## config.mk

```make
export PLATFORM = sky130hd
export DESIGN_NAME = iob_cache_perf_ctrl
export DESIGN_NICKNAME = d
export VERILOG_FILES = /design/src/rtl/iob_cache_perf_ctrl_pkg.sv /design/src/rtl/iob_cache_sat_cnt.sv /design/src/rtl/iob_cache_perf_ctrl.sv
export SDC_FILE = /design/constraint.sdc
export NUM_CORES = 1
export LEC_CHECK = 0
export CAP_MARGIN = 5
export CELL_PAD_IN_SITES_DETAIL_PLACEMENT = 0
export CELL_PAD_IN_SITES_GLOBAL_PLACEMENT = 1
export CORE_ASPECT_RATIO = 0.9
export CORE_MARGIN = 4
export CORE_UTILIZATION = 23
export CTS_CLUSTER_SIZE = 14
export DETAILED_ROUTE_END_ITERATION = 10
export GPL_TIMING_DRIVEN = 0
export PLACE_DENSITY_LB_ADDON = 0.1
export REMOVE_ABC_BUFFERS = 1
export SYNTH_ARGS = -nofsm -noshare
export SYNTH_HDL_FRONTEND = slang
export SYNTH_SLANG_ARGS = --single-unit
```

## constraint.sdc

```tcl
create_clock -name clk -period 2.1 [get_ports clk]
set_input_delay 0.315 -clock clk [delete_from_list [all_inputs] [get_ports clk]]
set_output_delay 0.315 -clock clk [all_outputs]
set_load 0.05 [all_outputs]
```

## src/rtl/iob_cache_perf_ctrl_pkg.sv

```systemverilog
// ---------------------------------------------------------------------------
// iob_cache_perf_ctrl_pkg
// Shared definitions for the cache control/performance block:
//   - CSR word addresses (counter LO/HI words, STATUS, VERSION, commands)
//   - STATUS bit positions
//   - control FSM state encoding
//   - VERSION register value (taken from the `VERSION macro when the build
//     supplies one, otherwise a local default)
// ---------------------------------------------------------------------------
`ifndef VERSION
`define VERSION 32'h0000_0100
`endif

package iob_cache_perf_ctrl_pkg;

    // CSR word addresses
    localparam int ADDR_READ_HIT_LO   = 0;
    localparam int ADDR_READ_HIT_HI   = 1;
    localparam int ADDR_READ_MISS_LO  = 2;
    localparam int ADDR_READ_MISS_HI  = 3;
    localparam int ADDR_WRITE_HIT_LO  = 4;
    localparam int ADDR_WRITE_HIT_HI  = 5;
    localparam int ADDR_WRITE_MISS_LO = 6;
    localparam int ADDR_WRITE_MISS_HI = 7;
    localparam int ADDR_STATUS        = 8;
    localparam int ADDR_VERSION       = 9;
    localparam int ADDR_RST_CNTRS     = 10;
    localparam int ADDR_INVALIDATE    = 11;

    // STATUS register bit positions
    localparam int STATUS_WTBUF_EMPTY = 0;
    localparam int STATUS_WTBUF_FULL  = 1;
    localparam int STATUS_INV_BUSY    = 2;
    localparam int STATUS_W           = 3;

    localparam logic [31:0] VERSION_VALUE = `VERSION;

    // Control FSM: ACK is the single cycle in which ready is high.
    typedef enum logic [1:0] {
        ST_IDLE  = 2'd0,
        ST_ACK   = 2'd1,
        ST_DRAIN = 2'd2,
        ST_INV   = 2'd3
    } state_t;

endpackage

```

## src/rtl/iob_cache_sat_cnt.sv

```systemverilog
// ---------------------------------------------------------------------------
// iob_cache_sat_cnt
// Saturating event counter. Every cycle it adds the number of set bits of
// the event vector and clamps at all-ones; clear has priority over events.
// Ports:
//   clk, reset   clock, asynchronous active-high reset
//   events       NPORTS per-port event strobes for this cycle
//   clear        synchronous clear (events in the same cycle are dropped)
//   count        current counter value
// ---------------------------------------------------------------------------
module iob_cache_sat_cnt #(
    parameter int CNT_W  = 48,
    parameter int NPORTS = 2
) (
    input  logic              clk,
    input  logic              reset,
    input  logic [NPORTS-1:0] events,
    input  logic              clear,
    output logic [CNT_W-1:0]  count
);

    // Wide enough to hold count plus the largest per-cycle increment, so
    // overflow is detected before it can wrap.
    localparam int SUM_W = CNT_W + $clog2(NPORTS + 1);
    localparam logic [CNT_W-1:0] CNT_MAX = {CNT_W{1'b1}};

    logic [SUM_W-1:0] incr;
    logic [SUM_W-1:0] sum;
    logic [CNT_W-1:0] count_next;

    // NOTE: every variable written in always_comb gets a default first, so no
    // path leaves it unassigned and no latch is inferred.
    always_comb begin
        incr = '0;
        for (int i = 0; i < NPORTS; i++) begin
            incr = incr + SUM_W'(events[i]);
        end
        sum        = SUM_W'(count) + incr;
        count_next = (sum > SUM_W'(CNT_MAX)) ? CNT_MAX : sum[CNT_W-1:0];
    end

    // NOTE: sequential state is updated only with non-blocking assignments so
    // every flop samples pre-edge values regardless of block ordering.
    always_ff @(posedge clk or posedge reset) begin
        if (reset) begin
            count <= '0;
        end else if (clear) begin
            count <= '0;
        end else begin
            count <= count_next;
        end
    end

endmodule

```

## src/rtl/iob_cache_perf_ctrl.sv

```systemverilog
// ---------------------------------------------------------------------------
// iob_cache_perf_ctrl
// Cache control / performance block. Counts read/write hit/miss events from
// NPORTS cache ports, serves them over a single-outstanding CSR port as
// LO/HI words through a HI snapshot register, and runs the invalidate
// sequence (drain write-through buffer, then invalidate/ack handshake).
//
// Optional feature macro: IOB_CACHE_PERF_CNT_EN
//   defined   : four saturating counters, HI snapshot and RST_CNTRS exist
//   undefined : no counter flops; addresses 0-7 read 0, RST_CNTRS is a no-op
//
// Ports:
//   clk, reset                 clock, asynchronous active-high reset
//   valid, addr, wen           CSR request (word address, 1=write)
//   rdata, ready               registered read data, one-cycle completion
//   read_hit/read_miss/
//   write_hit/write_miss       per-port event strobes
//   wtbuf_empty, wtbuf_full    write-through buffer status
//   invalidate, invalidate_ack invalidate handshake with cache memory
// ---------------------------------------------------------------------------
module iob_cache_perf_ctrl
    import iob_cache_perf_ctrl_pkg::*;
#(
    parameter int DATA_W = 32,
    parameter int ADDR_W = 4,
    parameter int CNT_W  = 48,
    parameter int NPORTS = 2
) (
    input  logic              clk,
    input  logic              reset,
    input  logic              valid,
    input  logic [ADDR_W-1:0] addr,
    input  logic              wen,
    output logic [DATA_W-1:0] rdata,
    output logic              ready,
    input  logic [NPORTS-1:0] read_hit,
    input  logic [NPORTS-1:0] read_miss,
    input  logic [NPORTS-1:0] write_hit,
    input  logic [NPORTS-1:0] write_miss,
    input  logic              wtbuf_empty,
    input  logic              wtbuf_full,
    output logic              invalidate,
    input  logic              invalidate_ack
);

    state_t               state;
    logic                 inv_busy;
    logic                 accept;
    logic [STATUS_W-1:0]  status;
    logic [DATA_W-1:0]    rd_value;

    assign inv_busy = (state == ST_DRAIN) || (state == ST_INV);
    assign accept   = (state == ST_IDLE) && valid;

    always_comb begin
        status                     = '0;
        status[STATUS_WTBUF_EMPTY] = wtbuf_empty;
        status[STATUS_WTBUF_FULL]  = wtbuf_full;
        status[STATUS_INV_BUSY]    = inv_busy;
    end

`ifdef IOB_CACHE_PERF_CNT_EN
    logic [CNT_W-1:0]    cnt      [4];
    // Counters zero-extended to two CSR words; this makes the LO/HI split
    // uniform for any CNT_W up to 2*DATA_W, including CNT_W <= DATA_W.
    logic [2*DATA_W-1:0] cnt_wide [4];
    logic [DATA_W-1:0]   hi_shadow;
    logic                rst_cntrs;
    logic                addr_is_cnt;
    logic [1:0]          cnt_sel;

    assign rst_cntrs   = accept && wen && (int'(addr) == ADDR_RST_CNTRS);
    assign addr_is_cnt = (int'(addr) <= ADDR_WRITE_MISS_HI);
    assign cnt_sel     = addr[2:1];

    iob_cache_sat_cnt #(.CNT_W(CNT_W), .NPORTS(NPORTS)) u_cnt_read_hit (
        .clk(clk), .reset(reset), .events(read_hit), .clear(rst_cntrs), .count(cnt[0])
    );
    iob_cache_sat_cnt #(.CNT_W(CNT_W), .NPORTS(NPORTS)) u_cnt_read_miss (
        .clk(clk), .reset(reset), .events(read_miss), .clear(rst_cntrs), .count(cnt[1])
    );
    iob_cache_sat_cnt #(.CNT_W(CNT_W), .NPORTS(NPORTS)) u_cnt_write_hit (
        .clk(clk), .reset(reset), .events(write_hit), .clear(rst_cntrs), .count(cnt[2])
    );
    iob_cache_sat_cnt #(.CNT_W(CNT_W), .NPORTS(NPORTS)) u_cnt_write_miss (
        .clk(clk), .reset(reset), .events(write_miss), .clear(rst_cntrs), .count(cnt[3])
    );

    always_comb begin
        for (int i = 0; i < 4; i++) begin
            cnt_wide[i] = (2*DATA_W)'(cnt[i]);
        end
    end

    // A LO read snapshots the upper word so a following HI read is coherent
    // with it even though the counter keeps moving.
    always_ff @(posedge clk or posedge reset) begin
        if (reset) begin
            hi_shadow <= '0;
        end else if (accept && !wen && addr_is_cnt && !addr[0]) begin
            hi_shadow <= cnt_wide[cnt_sel][2*DATA_W-1:DATA_W];
        end
    end
`else
    // Event inputs have no destination when counting is compiled out.
    logic unused_events;
    assign unused_events = ^{read_hit, read_miss, write_hit, write_miss};
`endif

    always_comb begin
        rd_value = '0;
        case (int'(addr))
            ADDR_STATUS:  rd_value = DATA_W'(status);
            ADDR_VERSION: rd_value = DATA_W'(VERSION_VALUE);
            default:      rd_value = '0;
        endcase
`ifdef IOB_CACHE_PERF_CNT_EN
        if (addr_is_cnt) begin
            rd_value = addr[0] ? hi_shadow : cnt_wide[cnt_sel][DATA_W-1:0];
        end
`endif
    end

    // Control FSM with registered rdata/ready/invalidate. ready is raised on
    // the transition into ACK, so it is high for exactly the ACK cycle.
    always_ff @(posedge clk or posedge reset) begin
        if (reset) begin
            state      <= ST_IDLE;
            rdata      <= '0;
            ready      <= 1'b0;
            invalidate <= 1'b0;
        end else begin
            ready <= 1'b0;
            case (state)
                ST_IDLE: begin
                    if (valid) begin
                        if (wen && (int'(addr) == ADDR_INVALIDATE)) begin
                            state <= ST_DRAIN;
                        end else begin
                            rdata <= wen ? '0 : rd_value;
                            ready <= 1'b1;
                            state <= ST_ACK;
                        end
                    end
                end
                ST_ACK: begin
                    state <= ST_IDLE;
                end
                ST_DRAIN: begin
                    if (wtbuf_empty) begin
                        invalidate <= 1'b1;
                        state      <= ST_INV;
                    end
                end
                ST_INV: begin
                    if (invalidate_ack) begin
                        invalidate <= 1'b0;
                        rdata      <= '0;
                        ready      <= 1'b1;
                        state      <= ST_ACK;
                    end
                end
                default: state <= ST_IDLE;
            endcase
        end
    end

endmodule

```

== Word-level counts from Yosys, hierarchy flattened ==
Cells that the tools add are included.
Storage, ports and cells
  bits in registers: 36
  bits in latches: 0
  RAM bits: 0
  ROM bits: 0
  output and inout port bits: 34
  memories: 0
Cells by class
  $add $sub $neg: 0
  multipliers: 0
  div/mod/pow operators: 0
  $lt $le $gt $ge: 0
  eq/ne operators: 10
  shifts and indexed selects: 0
  muxes and demuxes: 18
  bitwise gates (word level): 0
  reductions and logical operators: 8
Operators with widths (count)
  two-way mux 32 bit: 4
  case mux 32 bit (2 select lines): 1
  case mux 9 bit (2 select lines): 1
  == test 4 bit (second input constant): 3
  two-way mux 2 bit: 4
  inequality test 2 bit (second input constant): 4
  case mux 2 bit (4 select lines): 1
  AND reduction 3 bit: 2
  two-way mux 1 bit: 5
  == test 2 bit (second input constant): 2
  case mux 1 bit (2 select lines): 2
  AND reduction 4 bit: 1
  nonzero test 2 bit: 2
  == test 2 x 1 -> 1 bit (second input constant): 1
  logical NOT 2 bit: 1
  logical AND 1 bit: 1
  logical OR 1 bit: 1

== Longest topological paths before layout ==
Gate-level depths: netlist of run 1.
  depth after elaboration: 7
  depth in mapped cells: 6
  gate-level depth less buffers: 6

== Least setup slack after synthesis of run 1 ==
OpenSTA, ideal clock, no wires.
  path kind: register to register
  from: register state[0]
  to: register rdata[8]
  library setup time: 0.125 ns
  arrival: 1.501 ns
  data required time: 1.975 ns
  path slack: 0.474 ns
  cell stages (with the launch flop): 7
  period minus slack after synthesis: 1.626 ns
  cell sequence: dfrtp_1 -> inv_1 -> ha_1 -> inv_1 -> nor3_2 -> or3_4 -> mux2_4
On the way
  longest elaborated chain between the ends: 3
RTL lines
  start: declaration: line iob_cache_perf_ctrl.sv:46  | state_t state;
  start signal: assignment: line iob_cache_perf_ctrl.sv:128  | state <= ST_IDLE;
  start signal: assignment: line iob_cache_perf_ctrl.sv:138  | state <= ST_DRAIN;
  start signal: assignment: line iob_cache_perf_ctrl.sv:142  | state <= ST_ACK;
  == test 2 bit / logical NOT 2 bit (equally long branches): line iob_cache_perf_ctrl.sv:134  | case (state)
  inequality test 2 bit (no line) / nonzero test 2 bit (equally long branches)
  AND reduction 4 bit (no line)
  end signal: assignment: line iob_cache_perf_ctrl.sv:140  | rdata <= wen ? '0 : rd_value;
  end: declaration: line iob_cache_perf_ctrl.sv:34  | output logic [DATA_W-1:0] rdata,
Parallel ways exist; a longest one is shown, timed or not.
A chain may end at the register's enable or synchronous reset.

== Worst setup path after layout of run 1 ==
Same ends and word-level chain as after synthesis.

==> results of run 1 <==
## registers in the layout (all words and copies together), names as in the netlist
register and flops:
state 2, rdata 4, invalidate 1, ready 1
## power breakdown
part | internal, mW | total [mW] | leakage [nW] | switching [mW]
sequential | 0.186 | 0.205 | 0.107 | 0.0190
combinational | 0.132 | 0.429 | 0.279 | 0.298
clock | 0.0655 | 0.119 | 0.0138 | 0.0536
total | 0.383 | 0.753 | 0.400 | 0.370
## final cells by class
class	count	area, um^2	share of cell area [%]
Tap cell	40	50.0	6.07
Inverter	6	22.5	2.73
Sequential cell	8	200	24.3
Timing Repair Buffer	16	160	19.4
Multi-Input combinational cell	61	369	44.8
Clock buffer	3	22.5	2.73
## cells in the final DEF, fill, tap and decap left out, types with 2 or more instances in the layout
master            n
nor2_1            3
conb_1           28
o31ai_1           3
clkbuf_4          3
a21oi_1           3
o21ai_1           3
nand2_1           5
mux2_2            2
clkdlybuf4s50_1  16
dfrtp_1           8
inv_1             6
ha_1              3
## worst max-delay path by stage
stage / cells after the start / slack, ps / to
4_1_cts: 6 / 270 / rdata[8]$_DFFE_PP0P_
6_report: 6 / 290 / rdata[8]$_DFFE_PP0P_
5_1_grt: 6 / 140 / rdata[8]$_DFFE_PP0P_
3_3_place_gp: 5 / 130 / rdata[8]$_DFFE_PP0P_
2_1_floorplan: 6 / 470 / rdata[8]$_DFFE_PP0P_
3_5_place_dp: 5 / 110 / rdata[8]$_DFFE_PP0P_
## logic make-up (layout without fill, tap and decap cells)
family | after synthesis | after routing | share of synthesized area [%]
DFF | 8 | 8 | 28.6
and+or+nand+nor | 14 | 14 | 13.9
AOI/OAI and AO/OA | 12 | 12 | 11.6
muxes | 4 | 4 | 6.78
buffers and inverters | 34 | 25 | 33.2
other | 1 | 28 | 0.535
adders and majority gates | 3 | 3 | 5.36
## metrics by stage
stage          util, %  cell area (um^2)  setup WS [ps]
2_1_floorplan        -               592            474
3_3_place_gp      28.3               802            133
3_5_place_dp      28.3               802            115
4_1_cts           29.1               825            274
6_report          29.1               825            290
5_1_grt           29.1               825            141
## per-layer routing
layer / vias to the layer above / part of all wire [%] / global-route usage, %
li1: 233 / - / -
met3: 4 / 12 / 4.63
met4: 0 / 1.4 / 3.48
met2: 32 / 46 / 11.0
met1: 222 / 41 / 8.65
met5: - / 0 / 0
==> out/results.txt, run 1 <==
TritonCTS Buffers -> 3
via/cell ratio -> 3.66
run status -> complete, no violations
fill cell count -> 321
I/O pin count -> 53
largest net degree at the start of global routing -> 9
CP delay by family, top -> simple AND/OR/NAND/NOR gates
Leakage -> 0.400 nW
cells on worst reg2reg path -> 6
vias post-DR -> 491
leading area contributor after synthesis -> buf_4
Worst R2R Start -> state[0]$_DFFE_PP0P_
drt first pass iters -> 1
Mapped Cells -> 76
hold crit path type -> primary input to asynchronous set/reset pin
sequential area share after synthesis -> 28.6%
Final #Nets -> 118
all-layer global routing usage -> 7.49%
worst skew pair latency -> 250 ps
Rows -> 18
Cell Count Post-Placement -> 131
antenna viol nets, final -> 0
post-CTS setup buffer count -> 0
post-DP HPWL -> 1.22 mm
FF+latch count, synth -> 8
Post-synth EDFFs -> 0
die span in x -> 66.2 um
Hold Fails Final Rpt -> 0
worst setup path class -> register to register
wire length per cell -> 10.4 um
worst slew margin relative to its limit -> 66.6%
Setup crit start -> state[0]$_DFFE_PP0P_
fin crit share -> 86.2%
Hold WS -> 317 ps
Die Y -> 60.4 um
total negative setup slack -> 0 ps
post-CTS sizing -> 0
CTS tree -> yes
root buf cell -> clkbuf_4
Final Non-Filler Cells -> 134
Iteration-0 DRC Markers -> 0
I/O Buffers -> 16
clk sinks -> 8
# DRC -> 0
Cell Area, Synth -> 701 um^2
total power -> 0.753 mW
crit-path max cell delay -> 390 ps
clock transition at the registers of the reported paths -> 50 ps
fmax -> 552 MHz
CP Launch Type -> register
layout cells sized above 1 -> 11.7%
most used flip-flop cell after synthesis -> dfrtp_1
Final setup viols -> 0
GRT overflow -> 0
area grow syn2layout -> 17.7%
YS warnings -> 0
H-tree depth -> 1
minimum clock period -> 1810 ps
FF-to-FF setup slack -> 290 ps
Max FO, Critical Path -> 6
vias in the first global route -> 465
clk_skew -> 1.24 ps
DIE AREA -> 3990 um^2
crit-path cells -> inv_1 -> ha_1 -> inv_1 -> nor3_2 -> or3_4 -> mux2_4
post-synthesis average cell area -> 9.22 um^2
antenna violations before repair -> 0
Buf/Inv on CP -> 2
synth top area cells -> buf_4 (30%), dfrtp_1 (29%), ha_1 (5.4%)
peak supply drop -> 0.000281 V
first-pass GRT wire length -> 2.12 mm
r2r endpoint -> rdata[8]$_DFFE_PP0P_
slowest cell on the critical path -> dfrtp_1
Total Wirelength -> 1.40 mm
Synth top area share -> 30.0%
# diodes -> 0
count leader, synth -> buf_4
total core area -> 2840 um^2
RSZ-0062 raised after global routing -> false
most frequent cells after synthesis -> buf_4 (28), dfrtp_1 (8), inv_1 (6)
Cell Pwr Density -> 913 nW/um^2
CP Capture Type -> register
Max-cap violations -> 0
Worst-Margin Slew -> 499 ps
initial core utilization -> 24.7%
GPL Wtd Cong -> 0.770
Final Max Slew Viols -> 0
clock buffer depth -> 2
WP data arrival -> 1950 ps
ys async rst share -> 100%
# hold bufs at CTS -> 0
Worst path most repeated cell -> inv_1
Required @ worst endpoint -> 2240 ps
number of distinct library cells after synthesis -> 22
Power figures use the tool's default switching activity.
==> run 2: changes to the inputs <==
--- a/config.mk
+++ b/config.mk
@@ -9,7 +9,6 @@
 export CELL_PAD_IN_SITES_DETAIL_PLACEMENT = 0
 export CELL_PAD_IN_SITES_GLOBAL_PLACEMENT = 1
 export CORE_ASPECT_RATIO = 0.9
-export CORE_MARGIN = 4
 export CORE_UTILIZATION = 23
 export CTS_CLUSTER_SIZE = 14
 export DETAILED_ROUTE_END_ITERATION = 10
==> out/results.txt, run 2 (synthesis results as in run 1) <==
Leakage -> 0.400 nW
Final Max Slew Viols -> 0
I/O pin count -> 53
vias in the first global route -> 374
Max FO, Critical Path -> 6
Final WS setup -> 278 ps
CP Launch Type -> register
Required @ worst endpoint -> 2240 ps
minimum clock period -> 1820 ps
Hold Fails Final Rpt -> 0
DIE AREA -> 3270 um^2
GRT overflow -> 0
CTS tree -> yes
clock buffer depth -> 2
post-CTS setup buffer count -> 0
hold crit path type -> primary input to asynchronous set/reset pin
dpl ws -> 122 ps
GPL Wtd Cong -> 0.722
Final Instance Area -> 825 um^2
Die Y -> 54.4 um
I/O Buffers -> 16
Total Wirelength -> 1.23 mm
antenna violations before repair -> 0
first-pass GRT wire length -> 1.81 mm
RSZ-0062 raised after global routing -> false
slowest cell on the critical path -> dfrtp_1
initial core utilization -> 24.9%
Post-DP Area -> 802 um^2
fill cell count -> 310
clock transition at the registers of the reported paths -> 60 ps
# diodes -> 0
# hold bufs at CTS -> 0
WP data arrival -> 1960 ps
worst setup path class -> register to register
crit-path cells -> inv_1 -> ha_1 -> inv_1 -> nor3_2 -> or3_4 -> mux2_4
TritonCTS Buffers -> 3
Buf/Inv on CP -> 2
area grow syn2layout -> 17.7%
wire length per cell -> 9.14 um
Largest register FFs -> 4
drt first pass iters -> 4
Rows -> 18
worst skew pair latency -> 260 ps
Iteration-0 DRC Markers -> 7
antenna viol nets, final -> 0
most common cell after layout, fill and taps aside -> conb_1
layout cells sized above 1 -> 11.7%
clk sinks -> 8
die span in x -> 60.2 um
H-tree depth -> 1
commonest non-fill, non-tap cells in the layout -> conb_1 (28), clkdlybuf4s50_1 (16), dfrtp_1 (8)
fmax -> 549 MHz
area of the multi-input gates -> 369 um^2
r2r endpoint -> rdata[8]$_DFFE_PP0P_
Seq pwr share -> 26.8%
crit-path max cell delay -> 390 ps
total core area -> 2820 um^2
via/cell ratio -> 3.74
Worst R2R Start -> state[0]$_DFFE_PP0P_
CP delay by family, top -> simple AND/OR/NAND/NOR gates
Worst path most repeated cell -> inv_1
Most flops, register -> rdata
post-DP HPWL -> 1.02 mm
Final Util -> 29.3%
Cell Pwr Density -> 919 nW/um^2
fin crit share -> 86.8%
largest net degree at the start of global routing -> 9
peak supply drop -> 0.000187 V
Comb power frac -> 56.9%
Clock power frac -> 16.3%
all-layer global routing usage -> 8.00%
root buf cell -> clkbuf_4
sw power -> 0.375 mW
Final #Nets -> 118
cells on worst reg2reg path -> 6
run status -> complete, no violations
clk_skew -> 4.41 ps
biggest regs -> rdata: 4 flops, state: 2 flops
Sw Ratio -> 49.4%
Power Internal -> 0.383 mW
Final setup viols -> 0
post-CTS sizing -> 0
vias post-DR -> 501
Max-cap violations -> 0
flip-flop and latch area -> 200 um^2
FF-to-FF setup slack -> 280 ps
CP Capture Type -> register
total negative setup slack -> 0 ps
# DRC -> 0
## run 2: cell counts in the layout (fill, tap and decap cells not counted)
No cell type changed its count.
## run 2: metal layers
layer	routed length, um	part of all wire, %	global-route usage [%]	vias to the layer above
met5	0	0	0	-
met4	30	2.4	5.81	0
met3	80	6.5	1.42	4
met2	524	43	9.89	33
met1	589	48	11.9	228
li1	-	-	-	236
## run 2: power by group through the flow
stage	registers, mW	logic [mW]	clock network (mW)
floorplan	0.275	0.264	0
global placement	0.207	0.431	0
detailed placement	0.208	0.433	0
CTS	0.204	0.434	0.128
global route	0.207	0.465	0.136
finish	0.203	0.431	0.123
## run 2: layout make-up
type | instances | area share [%]
clock buffers | 3 | 2.73
inverters | 6 | 2.73
multi-input cells | 61 | 44.8
flip-flops and latches | 8 | 24.3
well taps | 40 | 6.07
repair buffers | 16 | 19.4
## run 2: worst max path at each step
stage                               from                   end  cells past startpoint
global placement                 addr[0]  rdata[8]$_DFFE_PP0P_                      5
floorplan           state[0]$_DFFE_PP0P_  rdata[8]$_DFFE_PP0P_                      6
detailed placement               addr[0]  rdata[8]$_DFFE_PP0P_                      5
global route        state[0]$_DFFE_PP0P_  rdata[8]$_DFFE_PP0P_                      6
CTS                 state[0]$_DFFE_PP0P_  rdata[8]$_DFFE_PP0P_                      6
finish              state[0]$_DFFE_PP0P_  rdata[8]$_DFFE_PP0P_                      6
## run 2: worst register-to-register path, delay by kind of cell (launching register included)
kind	cells	cell delay, ps
and+or+nand+nor	2	610
muxes	1	290
DFF	1	390
adders and majority gates	1	220
buffers and inverters	2	200
## run 2: per-stage QoR
step	instances	hold slack (ps)	power (mW)
6_report	134	309	0.758
5_1_grt	134	356	0.808
4_1_cts	134	324	0.765
3_5_place_dp	131	503	0.641
3_3_place_gp	131	500	0.638
2_1_floorplan	75	131	0.539
